File: config.mk
export PLATFORM = sky130hd
export DESIGN_NAME = vga_timing_generator
export DESIGN_NICKNAME = d
export VERILOG_FILES = /design/src/rtl/vga_timing_pkg.sv /design/src/rtl/sync_delay_line.sv /design/src/rtl/vga_timing_generator.sv
export SDC_FILE = /design/constraint.sdc
export NUM_CORES = 1
export LEC_CHECK = 0
export CAP_MARGIN = 25
export CORE_MARGIN = 4
export CORE_UTILIZATION = 30
export CTS_CLUSTER_SIZE = 40
export DETAILED_ROUTE_END_ITERATION = 6
export GPL_ROUTABILITY_DRIVEN = 0
export PLACE_DENSITY = 0.49
export SETUP_SLACK_MARGIN = 0.3
export SLEW_MARGIN = 20
export SYNTH_ARGS = -nofsm -noshare
export SYNTH_HDL_FRONTEND = slang
export SYNTH_SLANG_ARGS = --single-unit
File: constraint.sdc
create_clock -name clock_25 -period 2.1 [get_ports clock_25]
set_input_delay 0.315 -clock clock_25 [delete_from_list [all_inputs] [get_ports clock_25]]
set_output_delay 0.315 -clock clock_25 [all_outputs]
set_load 0.01 [all_outputs]
File: src/rtl/vga_timing_pkg.sv
// ----------------------------------------------------------------------------
// vga_timing_pkg
// Shared constants for the 640x480@60 Hz raster:
//   - horizontal/vertical segment lengths and the derived totals
//   - sync pulse start/end positions
//   - the window occupied by the start/game-over printers
//   - the packed record carried through the sync delay line and its idle value
// ----------------------------------------------------------------------------
package vga_timing_pkg;

    localparam int H_VISIBLE = 640;
    localparam int H_FRONT   = 16;
    localparam int H_SYNC    = 96;
    localparam int H_BACK    = 48;
    localparam int H_TOTAL   = H_VISIBLE + H_FRONT + H_SYNC + H_BACK;   // 800

    localparam int V_VISIBLE = 480;
    localparam int V_FRONT   = 10;
    localparam int V_SYNC    = 2;
    localparam int V_BACK    = 33;
    localparam int V_TOTAL   = V_VISIBLE + V_FRONT + V_SYNC + V_BACK;   // 525

    // Sync pulses occupy [START, END)
    localparam int H_SYNC_START = H_VISIBLE + H_FRONT;                  // 656
    localparam int H_SYNC_END   = H_SYNC_START + H_SYNC;                // 752
    localparam int V_SYNC_START = V_VISIBLE + V_FRONT;                  // 490
    localparam int V_SYNC_END   = V_SYNC_START + V_SYNC;                // 492

    // Centred 256x128 window used by the start/game-over printers, [START, END)
    localparam int PRINT_X_START = 192;
    localparam int PRINT_X_END   = 448;
    localparam int PRINT_Y_START = 176;
    localparam int PRINT_Y_END   = 304;

    // Raw decode bundle; field order fixes the packed layout {hs, vs, vo}
    typedef struct packed {
        logic hs;
        logic vs;
        logic vo;
    } sync_bits_t;

    // Inactive levels: both syncs high (active-low), video off
    localparam sync_bits_t SYNC_IDLE = '{hs: 1'b1, vs: 1'b1, vo: 1'b0};

endpackage

File: src/rtl/sync_delay_line.sv
// ----------------------------------------------------------------------------
// sync_delay_line
// Fixed-depth shift register that aligns the raw sync/video decodes with the
// registered pixel pipeline. DEPTH = 0 degenerates to a wire.
// Ports:
//   clk_i   in   clock, rising edge
//   rst_i   in   synchronous, active-high; loads every stage with RESET_VALUE
//   data_i  in   WIDTH-bit value entering the line
//   data_o  out  data_i delayed by DEPTH cycles
// ----------------------------------------------------------------------------
module sync_delay_line #(
    parameter int               WIDTH       = 3,
    parameter int               DEPTH       = 1,
    parameter logic [WIDTH-1:0] RESET_VALUE = 3'b110
) (
    input  logic             clk_i,
    input  logic             rst_i,
    input  logic [WIDTH-1:0] data_i,
    output logic [WIDTH-1:0] data_o
);

    generate
        if (DEPTH == 0) begin : g_bypass
            // No stages: clock and reset are intentionally left unused
            logic unused_s;
            assign unused_s = clk_i ^ rst_i;
            assign data_o   = data_i;
        end else begin : g_pipe
            logic [WIDTH-1:0] stage_q [DEPTH];

            // Shift chain; reset loads the idle value into every stage
            always_ff @(posedge clk_i) begin
                if (rst_i) begin
                    for (int i = 0; i < DEPTH; i++) begin
                        stage_q[i] <= RESET_VALUE;
                    end
                end else begin
                    stage_q[0] <= data_i;
                    for (int i = 1; i < DEPTH; i++) begin
                        stage_q[i] <= stage_q[i-1];
                    end
                end
            end

            assign data_o = stage_q[DEPTH-1];
        end
    endgenerate

endmodule

File: src/rtl/vga_timing_generator.sv
// ----------------------------------------------------------------------------
// vga_timing_generator
// Free-running raster timing generator for 640x480@60 Hz on a 25 MHz clock.
// Ports:
//   clock_25    in   pixel clock, rising edge
//   reset       in   synchronous, active-high; aborts the frame
//   X, Y        out  registered pixel coordinates (0..799, 0..524)
//   hsync       out  active-low, delayed by SYNC_DELAY
//   vsync       out  active-low, delayed by SYNC_DELAY
//   video_on    out  visible-area flag, delayed by SYNC_DELAY
//   frame_tick  out  high during the last pixel of the frame (799,524)
//   blink       out  toggles every BLINK_FRAMES frames
// ----------------------------------------------------------------------------
module vga_timing_generator #(
    parameter int PIXEL_DISPLAY_BIT = 9,
    parameter int H_VISIBLE         = vga_timing_pkg::H_VISIBLE,
    parameter int H_FRONT           = vga_timing_pkg::H_FRONT,
    parameter int H_SYNC            = vga_timing_pkg::H_SYNC,
    parameter int H_BACK            = vga_timing_pkg::H_BACK,
    parameter int V_VISIBLE         = vga_timing_pkg::V_VISIBLE,
    parameter int V_FRONT           = vga_timing_pkg::V_FRONT,
    parameter int V_SYNC            = vga_timing_pkg::V_SYNC,
    parameter int V_BACK            = vga_timing_pkg::V_BACK,
    parameter int SYNC_DELAY        = 1,
    parameter int BLINK_FRAMES      = 30
) (
    input  logic                       clock_25,
    input  logic                       reset,
    output logic [PIXEL_DISPLAY_BIT:0] X,
    output logic [PIXEL_DISPLAY_BIT:0] Y,
    output logic                       hsync,
    output logic                       vsync,
    output logic                       video_on,
    output logic                       frame_tick,
    output logic                       blink
);

    import vga_timing_pkg::*;

    localparam int XW = PIXEL_DISPLAY_BIT + 1;

    localparam logic [PIXEL_DISPLAY_BIT:0] X_LAST   = XW'(H_VISIBLE + H_FRONT + H_SYNC + H_BACK - 1);
    localparam logic [PIXEL_DISPLAY_BIT:0] X_VIS    = XW'(H_VISIBLE);
    localparam logic [PIXEL_DISPLAY_BIT:0] HS_START = XW'(H_VISIBLE + H_FRONT);
    localparam logic [PIXEL_DISPLAY_BIT:0] HS_END   = XW'(H_VISIBLE + H_FRONT + H_SYNC);
    localparam logic [PIXEL_DISPLAY_BIT:0] Y_LAST   = XW'(V_VISIBLE + V_FRONT + V_SYNC + V_BACK - 1);
    localparam logic [PIXEL_DISPLAY_BIT:0] Y_VIS    = XW'(V_VISIBLE);
    localparam logic [PIXEL_DISPLAY_BIT:0] VS_START = XW'(V_VISIBLE + V_FRONT);
    localparam logic [PIXEL_DISPLAY_BIT:0] VS_END   = XW'(V_VISIBLE + V_FRONT + V_SYNC);
    localparam logic [7:0]                 BLINK_LAST = 8'(BLINK_FRAMES - 1);

    logic [PIXEL_DISPLAY_BIT:0] x_q, x_d;
    logic [PIXEL_DISPLAY_BIT:0] y_q, y_d;
    logic                       frame_tick_q, frame_tick_d;
    logic [7:0]                 frame_cnt_q, frame_cnt_d;
    logic                       blink_q, blink_d;
    sync_bits_t                 raw_s;
    sync_bits_t                 dly_s;

    // Raster counters: X wraps every line, Y advances on the X wrap
    always_comb begin
        x_d = x_q;
        y_d = y_q;
        if (x_q == X_LAST) begin
            x_d = '0;
            if (y_q == Y_LAST) begin
                y_d = '0;
            end else begin
                y_d = y_q + 1'b1;
            end
        end else begin
            x_d = x_q + 1'b1;
        end
    end

    // frame_tick is registered from the next position so it is high exactly
    // while X/Y read the last pixel of the frame
    assign frame_tick_d = (x_d == X_LAST) && (y_d == Y_LAST);

    // Frame counter and blink advance on the same edge that wraps X/Y
    always_comb begin
        frame_cnt_d = frame_cnt_q;
        blink_d     = blink_q;
        if (frame_tick_q) begin
            if (frame_cnt_q == BLINK_LAST) begin
                frame_cnt_d = 8'd0;
                blink_d     = ~blink_q;
            end else begin
                frame_cnt_d = frame_cnt_q + 8'd1;
            end
        end else begin
            frame_cnt_d = frame_cnt_q;
        end
    end

    // Raw decodes of the current position, before pipeline alignment
    always_comb begin
        raw_s    = SYNC_IDLE;
        raw_s.hs = ~((x_q >= HS_START) && (x_q < HS_END));
        raw_s.vs = ~((y_q >= VS_START) && (y_q < VS_END));
        raw_s.vo = (x_q < X_VIS) && (y_q < Y_VIS);
    end

    // State registers; reset has priority over all counting
    always_ff @(posedge clock_25) begin
        if (reset) begin
            x_q          <= '0;
            y_q          <= '0;
            frame_tick_q <= 1'b0;
            frame_cnt_q  <= 8'd0;
            blink_q      <= 1'b0;
        end else begin
            x_q          <= x_d;
            y_q          <= y_d;
            frame_tick_q <= frame_tick_d;
            frame_cnt_q  <= frame_cnt_d;
            blink_q      <= blink_d;
        end
    end

    sync_delay_line #(
        .WIDTH       ($bits(sync_bits_t)),
        .DEPTH       (SYNC_DELAY),
        .RESET_VALUE (SYNC_IDLE)
    ) u_sync_delay (
        .clk_i  (clock_25),
        .rst_i  (reset),
        .data_i (raw_s),
        .data_o (dly_s)
    );

    assign X          = x_q;
    assign Y          = y_q;
    assign hsync      = dly_s.hs;
    assign vsync      = dly_s.vs;
    assign video_on   = dly_s.vo;
    assign frame_tick = frame_tick_q;
    assign blink      = blink_q;

endmodule

==> run_results.csv <==
group,metric,value,unit
status,outcome,"complete, no violations",
grt,grt_pass1_wl,6.624,mm
grt,grt_usage,11.68,%
pwr,p_sw,261.7,uW
logic_synthesis,ys_seq_area_share,39.26,%
layout,antenna_cells,0,
drt,drc,0,
cts,cts_tree,"done",
cts,cts_sinks,33,
layout,layout_common_cells,"clkdlybuf4s50_1, dfxtp_1, nor2_1, buf_4, nand2_1",
sta,hold_viol_final,0,
pwr,power_frac_comb,4.9,%
die,rows,27,
cts,cts_buffer_depth,2,
sta,setup_violations,0,
sta,rsz0062_at_grt,"yes",
sta,timing.final.crit_share,85.35,%
setup_path,cp.arrival,1.99,ns
cts,cts_buffers,5,
setup_path,crit_type,"reg -> reg",
layout,n_fill_cell,559,
pwr,clockPowerShare,39.8,%
drt,num_vias,1465,
pwr,switching_share,22.59,%
die,die_h,82.90,um
cts,cts_htree_levels,2,
sta,fmaxAchievable,557.9,MHz
cts,cts-root-buf,"clkbuf_8",
logic_synthesis,syn-num-nets,204,
logic_synthesis,yosysUniqueCellTypes,46,
die,start_util,30.75,%
sta,worst_pin_slew,0.3824,ns
setup_path,cp_max_fo,8,
logic_synthesis,synth-seq-cells,33,
grt,grt_max_degree,10,
layout,nNetsFinal,248,
sta,relSlewSlack,74.31,%
logic_synthesis,yosys_warnings,0,
grt,grt_pass1_vias,1414,
setup_path,crit_path_start_kind,"flop",
sta,slew_violations,0,
layout,final_cell_area,0.002301,mm2
cts,clkLatencyLatePin,0.28,ns
drt,drt-initial-drc-count,49,
sta,layout_min_cycle_time,1.792,ns
logic_synthesis,synthFlopType,"dfxtp_1",
die,die_w,82.90,um
logic_synthesis,synthArstFlopShare,0,%
pwr,seqPwrFrac,55.2,%
drt,via_per_inst,4.711,
pwr,ir_drop,0.2085,mV
pwr,powerDensity,503.5,mW/mm2
place,hpwl,2.787,mm
setup_path,required,2.29,ns
drt,dr.pass1.iters,4,
layout,layout_commonest_cell,"clkdlybuf4s50_1",
job,cap_violations,0,
cts,clk_pin_slew,0.07,ns
layout,drive_gt1_share,20.92,%
logic_synthesis,synth_edf_count,0,
pwr,internal-power,896.8,uW
grt,overflow,0,
sta,tns,0,ns
logic_synthesis,avgSynthCellArea,8.675,um2
grt,grt_antenna_before_repair,0,
die,die_area,0.006872,mm2
place,port-buffer-count,26,
logic_synthesis,syn_area,0.001683,mm2
die,core,0.005473,mm2
logic_synthesis,synth_top_area_share,39.26,%
pwr,leakage,0.0008167,uW
setup_path,crit_path_end_kind,"flop",
layout,area_delta_synth_final,36.73,%
logic_synthesis,synth_area_leader_cell,"dfxtp_1",
sta,finClkSkew,0.005656,ns
logic_synthesis,synth_area_leaders,"dfxtp_1, ha_1, xor2_1, nor2_1, xnor2_1",
worst_hold_path,hold_class,"reg -> reg",
drt,ant_nets,0,
logic_synthesis,netlist_instances,194,
place,place_area,0.002082,mm2
drt,routedWlPerCell,12.77,um
die,io_pins,27,
drt,wirelength,3.972,mm
## critical path, stage by stage (launching register included)
cell and delay (ns):
dfxtp_4 0.37, nand4b_1 0.27, buf_4 0.20, nor4_2 0.25, xnor2_1 0.19, o211ai_1 0.15
nor4b_2 0.28
## through the flow
stage / total power, uW / util, % / cells / hold WS, ns / setup WS [ns]
2_1_floorplan: 680.9 / - / 194 / 0.4722 / 0.3075
3_3_place_gp: 706.7 / 38.04 / 293 / 0.4978 / 0.2343
3_5_place_dp: 706.0 / 38.04 / 293 / 0.4986 / 0.1635
4_1_cts: 1180 / 40.67 / 305 / 0.4716 / 0.3003
5_1_grt: 1214 / 42.04 / 311 / 0.4875 / 0.2132
6_report: 1158 / 42.04 / 311 / 0.4705 / 0.3077
## repair_timing
item,in CTS,in global routing
hold buffers,0,0
hold endpoints to repair,0,0
buffers inserted,4,6
resized for setup,6,10
gates cloned,0,0
setup endpoints to repair,3,6
pin swaps,1,7
## logic make-up (layout without fill, tap and decap cells)
kind of cell,count (synthesis),in the layout,synth area share [%]
AO/OA/AOI/OAI,26,26,10.41
XOR/XNOR,20,20,10.41
adder cells (fa/ha/maj),8,8,5.948
buffers and inverters,14,59,3.643
flip-flops,33,33,39.26
AND/OR/NAND/NOR,93,93,30.34
## area by class of cell
class / instances / area [um2] / area share [%]
Clock buffer: 8 / 80.08 / 3.480
Inverter: 6 / 22.52 / 0.9788
Multi-Input combinational cell: 147 / 1015 / 44.10
Sequential cell: 33 / 678.2 / 29.47
Tap cell: 72 / 90.09 / 3.915
Timing Repair Buffer: 45 / 415.4 / 18.05
## cells in the mapped netlist, drive strengths merged (4+ instances only)
cell type,number
a21oi,5
and3,6
clkbuf,6
dfxtp,33
ha,8
inv,6
nand2,13
nand2b,4
nand3,8
nand4,6
nor2,23
nor2b,4
nor3,11
o21ai,8
or3,4
xnor2,9
xor2,11
## final timing paths
check	start	endpoint	slack [ns]	cells past startpoint
setup / recovery	X[5]	frame_tick	0.31	6
hold / removal	X[0]	X[0]	0.47	1
setup reg to reg	X[5]	frame_tick	0.31	6
hold reg to reg	X[0]	X[0]	0.47	1
## registers in the layout, summed over array words and instances, names as in the netlist
register                     cells
blink                            1
frame_tick                       1
X                               10
u_sync_delay.g_pipe.stage_q      3
Y                               10
frame_cnt_q                      8
## power groups by stage
stage               Combinational, uW  Sequential [uW]  Clock [uW]
finish                           57.3              640         461
global placement                 49.5              657           0
global route                     64.1              640         510
detailed placement               48.1              658           0
floorplan                        22.0              659           0
CTS                              56.8              641         482
## layer usage
metal,vias to the layer above,global-route usage [%],share of wire (%)
met1,671,14.58,49
li1,762,-,-
met5,-,0,0
met4,0,3.566,1.4
met3,5,3.671,3.2
met2,27,19.17,46
No activity file was read; power rests on OpenSTA's default activity.
